File: config.mk
export PLATFORM = sky130hd
export DESIGN_NAME = booth_mul_ctrl
export DESIGN_NICKNAME = d
export VERILOG_FILES = /design/src/rtl/booth_mul_ctrl.sv
export SDC_FILE = /design/constraint.sdc
export NUM_CORES = 1
export LEC_CHECK = 0
export ABC_AREA = 1
export BUFFER_PORTS_ARGS = -buffer_cell sky130_fd_sc_hd__buf_2
export CAP_MARGIN = 20
export CORE_MARGIN = 2
export CORE_UTILIZATION = 46
export DETAILED_ROUTE_END_ITERATION = 10
export PLACE_DENSITY = 0.86
export SETUP_SLACK_MARGIN = 0.05
export SLEW_MARGIN = 40
export SYNTH_ARGS = -nofsm -noshare
export SYNTH_HDL_FRONTEND = slang
export SYNTH_SLANG_ARGS = --single-unit
File: constraint.sdc
create_clock -name clk -period 1.3 [get_ports clk]
set_input_delay 0.13 -clock clk [delete_from_list [all_inputs] [get_ports clk]]
set_output_delay 0.13 -clock clk [all_outputs]
set_load 0.02 [all_outputs]
File: src/rtl/booth_mul_ctrl.sv
// booth_mul_ctrl: sequencer for the 8x8 radix-4 Booth multiplier datapath.
// It latches both operands on an accepted start and feeds them to the datapath
// over the shared inputnum bus. It then steps the datapath through ITER
// add/shift iterations and captures the product. An iteration count that
// disagrees with the datapath's eqz flag is reported on err.
module booth_mul_ctrl #(
    parameter int WIDTH = 8,
    parameter int ITER  = 4
) (
    input  logic                 clk,
    input  logic                 rst,
    input  logic                 start,
    input  logic [WIDTH-1:0]     mcand,
    input  logic [WIDTH-1:0]     mplier,
    output logic                 busy,
    output logic                 done,
    output logic                 err,
    output logic [2*WIDTH-1:0]   product,
    output logic [4:0]           dp_ld,
    output logic [4:0]           dp_sel,
    output logic [WIDTH-1:0]     dp_inputnum,
    input  logic                 dp_eqz,
    input  logic [2*WIDTH-1:0]   dp_result
);

    // Iteration counter must be able to hold the value ITER itself.
    localparam int IW = $clog2(ITER + 1);
    localparam logic [IW-1:0] ITER_L = IW'(ITER);

    // Binary state encoding.
    localparam logic [2:0] S_IDLE    = 3'd0;
    localparam logic [2:0] S_LOAD_MD = 3'd1;
    localparam logic [2:0] S_LOAD_MP = 3'd2;
    localparam logic [2:0] S_ADD     = 3'd3;
    localparam logic [2:0] S_SHIFT   = 3'd4;
    localparam logic [2:0] S_CHECK   = 3'd5;
    localparam logic [2:0] S_DONE    = 3'd6;

    logic [2:0]         state_q,   state_d;
    logic [WIDTH-1:0]   mcand_q,   mcand_d;
    logic [WIDTH-1:0]   mplier_q,  mplier_d;
    logic [IW-1:0]      iter_q,    iter_d;
    logic               err_q,     err_d;
    logic [2*WIDTH-1:0] product_q, product_d;

    // Next-state logic, operand capture, iteration counting and the eqz watchdog.
    always_comb begin
        state_d   = state_q;
        mcand_d   = mcand_q;
        mplier_d  = mplier_q;
        iter_d    = iter_q;
        err_d     = err_q;
        product_d = product_q;
        case (state_q)
            S_IDLE: begin
                if (start) begin
                    mcand_d  = mcand;
                    mplier_d = mplier;
                    err_d    = 1'b0;
                    iter_d   = '0;
                    state_d  = S_LOAD_MD;
                end
            end
            S_LOAD_MD: state_d = S_LOAD_MP;
            // The extra load cycle lets the datapath's c2md register catch up with md.
            S_LOAD_MP: state_d = S_ADD;
            S_ADD:     state_d = S_SHIFT;
            S_SHIFT: begin
                iter_d  = iter_q + 1'b1;
                state_d = S_CHECK;
            end
            S_CHECK: begin
                if (dp_eqz) begin
                    // Datapath says finished; it must agree with our own count.
                    state_d = S_DONE;
                    if (iter_q != ITER_L) begin
                        err_d = 1'b1;
                    end
                end else if (iter_q == ITER_L) begin
                    // Datapath never reported zero: stop anyway so we cannot hang.
                    state_d = S_DONE;
                    err_d   = 1'b1;
                end else begin
                    state_d = S_ADD;
                end
            end
            S_DONE: begin
                product_d = dp_result;
                state_d   = S_IDLE;
            end
            default: state_d = S_IDLE;
        endcase
    end

    // State and capture registers with synchronous reset.
    always_ff @(posedge clk) begin
        if (rst) begin
            state_q   <= S_IDLE;
            mcand_q   <= '0;
            mplier_q  <= '0;
            iter_q    <= '0;
            err_q     <= 1'b0;
            product_q <= '0;
        end else begin
            state_q   <= state_d;
            mcand_q   <= mcand_d;
            mplier_q  <= mplier_d;
            iter_q    <= iter_d;
            err_q     <= err_d;
            product_q <= product_d;
        end
    end

    // Moore decode of the datapath control vectors from the current state.
    always_comb begin
        dp_ld       = 5'b00000;
        dp_sel      = 5'b00000;
        dp_inputnum = '0;
        case (state_q)
            S_LOAD_MD: begin
                // md <- mcand, count <- 4, acc <- 0, lastbit <- 0.
                dp_ld       = 5'b10111;
                dp_sel      = 5'b00000;
                dp_inputnum = mcand_q;
            end
            S_LOAD_MP: begin
                // Mpand <- mplier.
                dp_ld       = 5'b01000;
                dp_sel      = 5'b00000;
                dp_inputnum = mplier_q;
            end
            S_ADD: begin
                // acc <- acc + Booth-selected multiple of md.
                dp_ld  = 5'b00100;
                dp_sel = 5'b00100;
            end
            S_SHIFT: begin
                // Arithmetic shift of {acc, Mpand, lastbit} by two; count - 1.
                dp_ld  = 5'b11101;
                dp_sel = 5'b11111;
            end
            default: begin
                dp_ld       = 5'b00000;
                dp_sel      = 5'b00000;
                dp_inputnum = '0;
            end
        endcase
    end

    assign busy    = (state_q != S_IDLE);
    assign done    = (state_q == S_DONE);
    assign err     = err_q;
    assign product = product_q;

endmodule

==> report_table.html <==
<table>
<tr><th>Metric</th><th>Value</th></tr>
<tr><th colspan="2">Synth</th></tr>
<tr><td>Proportion of synthesized chip area in sequential cells</td><td>0.472</td></tr>
<tr><td>Average cell area after synthesis</td><td>7.80 sq um</td></tr>
<tr><td>Syn Nets</td><td>250</td></tr>
<tr><td>Number of warnings reported in the yosys synthesis log</td><td>0</td></tr>
<tr><td>Yosys reg bits</td><td>39</td></tr>
<tr><td>Post-synthesis cell area</td><td>1650 sq um</td></tr>
<tr><td>Count of different cell masters after synthesis</td><td>25</td></tr>
<tr><td>Cell count after synthesis</td><td>212</td></tr>
<tr><th colspan="2">Setup path</th></tr>
<tr><td>Maximum net fanout on the critical path</td><td>4</td></tr>
<tr><td>Cells traversed along the worst timing path</td><td>buf_6, inv_6, nand3_4, buf_6, o22ai_2, buf_4</td></tr>
<tr><td>Delay of the slowest cell on the worst path</td><td>0.38 ns</td></tr>
<tr><td>Setup Crit Path Kind</td><td>reg2out</td></tr>
<tr><td>Launching element type of the critical path</td><td>flip-flop</td></tr>
<tr><td>Slowest cell on the critical path</td><td>dfxtp_4</td></tr>
<tr><td>Worst Path Required</td><td>1.17 ns</td></tr>
<tr><td>Worst path most repeated cell</td><td>buf_6</td></tr>
<tr><td>Critical path arrival</td><td>1.48 ns</td></tr>
<tr><td>Setup crit end kind</td><td>output pin</td></tr>
<tr><td>Worst R2R Setup Slack</td><td>-0.13 ns</td></tr>
<tr><th colspan="2">Power and ir drop</th></tr>
<tr><td>Worst vdd ir</td><td>0.770 mV</td></tr>
<tr><td>Cell area power density</td><td>1090 nW/um^2</td></tr>
<tr><td>Leakage dissipation</td><td>1.34 nW</td></tr>
<tr><th colspan="2">Cells and area</th></tr>
<tr><td>Final Core Density</td><td>0.854</td></tr>
<tr><td>Diodes inserted</td><td>0</td></tr>
<tr><td>NumNets Final</td><td>363</td></tr>
<tr><td>Area growth from synthesis to final layout</td><td>75.0%</td></tr>
<tr><td>Fraction of layout instances using a drive strength above 1</td><td>0.525</td></tr>
<tr><td>Most common library cell in the layout ignoring fill and taps</td><td>buf_2</td></tr>
<tr><td>Fillers</td><td>170</td></tr>
<tr><td>Area occupied by registers</td><td>791 sq um</td></tr>
<tr><td>Commonest cells after routing, fill and taps aside</td><td>buf_2 (52), nor2_1 (35), dfxtp_1 (35)</td></tr>
<tr><td>Combined area of the multi-input logic cells</td><td>942 sq um</td></tr>
<tr><th colspan="2">STA</th></tr>
<tr><td>Maximum frequency from static timing analysis</td><td>0.620 GHz</td></tr>
<tr><td>Fin. max-slew vios</td><td>0</td></tr>
<tr><td>Post-route setup slack</td><td>-0.312 ns</td></tr>
<tr><td>Worst hold slack</td><td>-0.0121 ns</td></tr>
<tr><td>Tightest Pin Transition</td><td>0.350 ns</td></tr>
<tr><td>Relative max-transition margin</td><td>0.767</td></tr>
<tr><td>Worst Clk Skew</td><td>0.0136 ns</td></tr>
<tr><td>Finish-stage setup viols</td><td>39</td></tr>
<tr><td>Final Hold Vio Count</td><td>2</td></tr>
<tr><td>Unrepaired setup endpoints after global routing</td><td>true</td></tr>
<tr><td>Post-route clock period utilization</td><td>1.24</td></tr>
<tr><td>Final critical delay including setup and external delays</td><td>1.61 ns</td></tr>
<tr><th colspan="2">Global routing</th></tr>
<tr><td>Global router's overall resource usage</td><td>0.256</td></tr>
<tr><td>Antenna violations before repair</td><td>0</td></tr>
<tr><td>Vias in the first global route</td><td>1923</td></tr>
<tr><td>Total congestion overflow</td><td>0</td></tr>
<tr><td>Pin count of the biggest net entering global routing</td><td>24</td></tr>
<tr><td>Wire length of the first global-routing pass</td><td>8.24 mm</td></tr>
<tr><th colspan="2">Clocking</th></tr>
<tr><td>TritonCTS clock tree</td><td>done</td></tr>
<tr><td>Clock transition time at the flip-flop clock pins of the worst setup and hold paths</td><td>0.13 ns</td></tr>
<tr><td>Cell chosen for the clock root</td><td>clkbuf_4</td></tr>
<tr><td>Clock latency of the later-clocked register in the worst-skew pair</td><td>0.36 ns</td></tr>
<tr><td>Clock sink count</td><td>39</td></tr>
<tr><td>Number of CTS-inserted buffers</td><td>5</td></tr>
<tr><td>CTS HTree Levels</td><td>2</td></tr>
<tr><td>Clk buf depth</td><td>2</td></tr>
<tr><th colspan="2">Flow run</th></tr>
<tr><td>Number of max-cap violations</td><td>0</td></tr>
<tr><th colspan="2">Routing</th></tr>
<tr><td>Detailed-route wire length per cell</td><td>16.4 microns</td></tr>
<tr><td>Vias</td><td>1935</td></tr>
<tr><td>Detailed Route Iter0 Violations</td><td>86</td></tr>
<tr><td>Routed wire length</td><td>6.11 mm</td></tr>
<tr><td>DRC errors left</td><td>0</td></tr>
<tr><td>First-pass DRT Iterations</td><td>4</td></tr>
<tr><td>Vias per inst</td><td>5.20</td></tr>
<tr><td>Number of nets still failing antenna checks after routing</td><td>0</td></tr>
<tr><th colspan="2">Place</th></tr>
<tr><td>Placer's final routability congestion estimate</td><td>0.758</td></tr>
<tr><td>Count of input and output buffers</td><td>72</td></tr>
<tr><td>Detailed placer's ending HPWL</td><td>2.74 mm</td></tr>
<tr><th colspan="2">Hold path</th></tr>
<tr><td>Worst min path class</td><td>in2reg</td></tr>
<tr><th colspan="2">Run status</th></tr>
<tr><td>Violated checks</td><td>negative hold slack, negative setup slack</td></tr>
<tr><td>Result of the run</td><td>complete, but fails checks</td></tr>
<tr><th colspan="2">Floorplanning</th></tr>
<tr><td>Die ar.</td><td>4090 sq um</td></tr>
<tr><td>Die Ht</td><td>64.0 microns</td></tr>
<tr><td>Number of cell rows</td><td>21</td></tr>
<tr><td>I/O pins</td><td>73</td></tr>
<tr><td>Initial core utilization</td><td>0.488</td></tr>
<tr><td>Width of the die</td><td>64.0 microns</td></tr>
<tr><td>Placeable core region</td><td>3390 sq um</td></tr>
</table>
## cell type report
| class | instances | share of cell area |
|---|---|---|
| flip-flops and latches | 39 | 0.273 |
| inverters | 28 | 0.0424 |
| multi-input cells | 137 | 0.325 |
| clock buffers | 5 | 0.0130 |
| repair buffers | 114 | 0.311 |
| well taps | 46 | 0.0199 |
| clock inverters | 3 | 0.0151 |
## synthesized netlist by cell type (all sizes together)
library cell	instances	area (sq um)
nor2	42	178
dfxtp	39	781
o21ai	33	165
inv	28	108
a21oi	21	109
nand2	18	72.6
buf	10	90.1
o22ai	8	50.1
nand3	6	47.6
clkbuf	2	7.51
ha	2	25.0
a211oi	1	7.51
nor3	1	5.00
xor2	1	8.76
## path summary, 6_finish.rpt
path / startpoint / end / cells after the start
worst max register to register: state_q[0] / mcand_q[1] / 6
worst min register to register: err / err / 2
worst max-delay path: state_q[0] / dp_inputnum[3] / 6
worst min-delay path: dp_result[15] / product[15] / 3
## kinds of logic after synthesis
group           share of synthesized area
compound gates                      0.200
flops                               0.472
simple gates                        0.183
xor+xnor                          0.00530
buf+inv                             0.124
fa+ha+maj                          0.0151
## metrics by stage
| stage | setup slack, ns | area, sq um | TNS (ns) | instances | power, W |
|---|---|---|---|---|---|
| detailed placement | 0.0111 | 2090 | 0 | 330 | 0.00188 |
| CTS | -0.271 | 2600 | -4.28 | 363 | 0.00291 |
| finish | -0.312 | 2900 | -5.74 | 372 | 0.00317 |
| global route | -0.360 | 2900 | -7.94 | 372 | 0.00328 |
| floorplan | -0.0502 | 1660 | -0.431 | 212 | 0.00170 |
| global placement | 0.0540 | 2090 | 0 | 330 | 0.00186 |
## per-layer routing
layer / wire, microns / global-route usage
met1: 2370 / 0.272
met2: 3220 / 0.486
met3: 355 / 0.0651
met4: 165 / 0.0842
met5: 0 / 0
## critical path, delay by kind of cell (launching register included)
family / cells / cell delay [ns]
AOI/OAI and AO/OA: 1 / 0.16
and+or+nand+nor: 1 / 0.08
buffers and inverters: 4 / 0.50
DFF: 1 / 0.38
## timing repair
item	4_1_cts	5_1_grt
hold endpoints to repair	12	0
hold buffers	12	0
buffers inserted	12	7
endpoints found under the setup margin	33	57
cloned	1	3
pin swaps	11	18
gates resized for setup	70	66
## where the power goes
part	internal (W)	switching [W]
logic	0.000457	0.000564
registers	0.00128	0.0000382
clock network	0.000405	0.000429
## state kept, by name, summed over array words and instances, names as in the netlist
name / flops
product: 16
mplier_q: 8
err: 1
iter_q: 3
mcand_q: 8
state_q: 3
(Power assumes the default switching activity.)
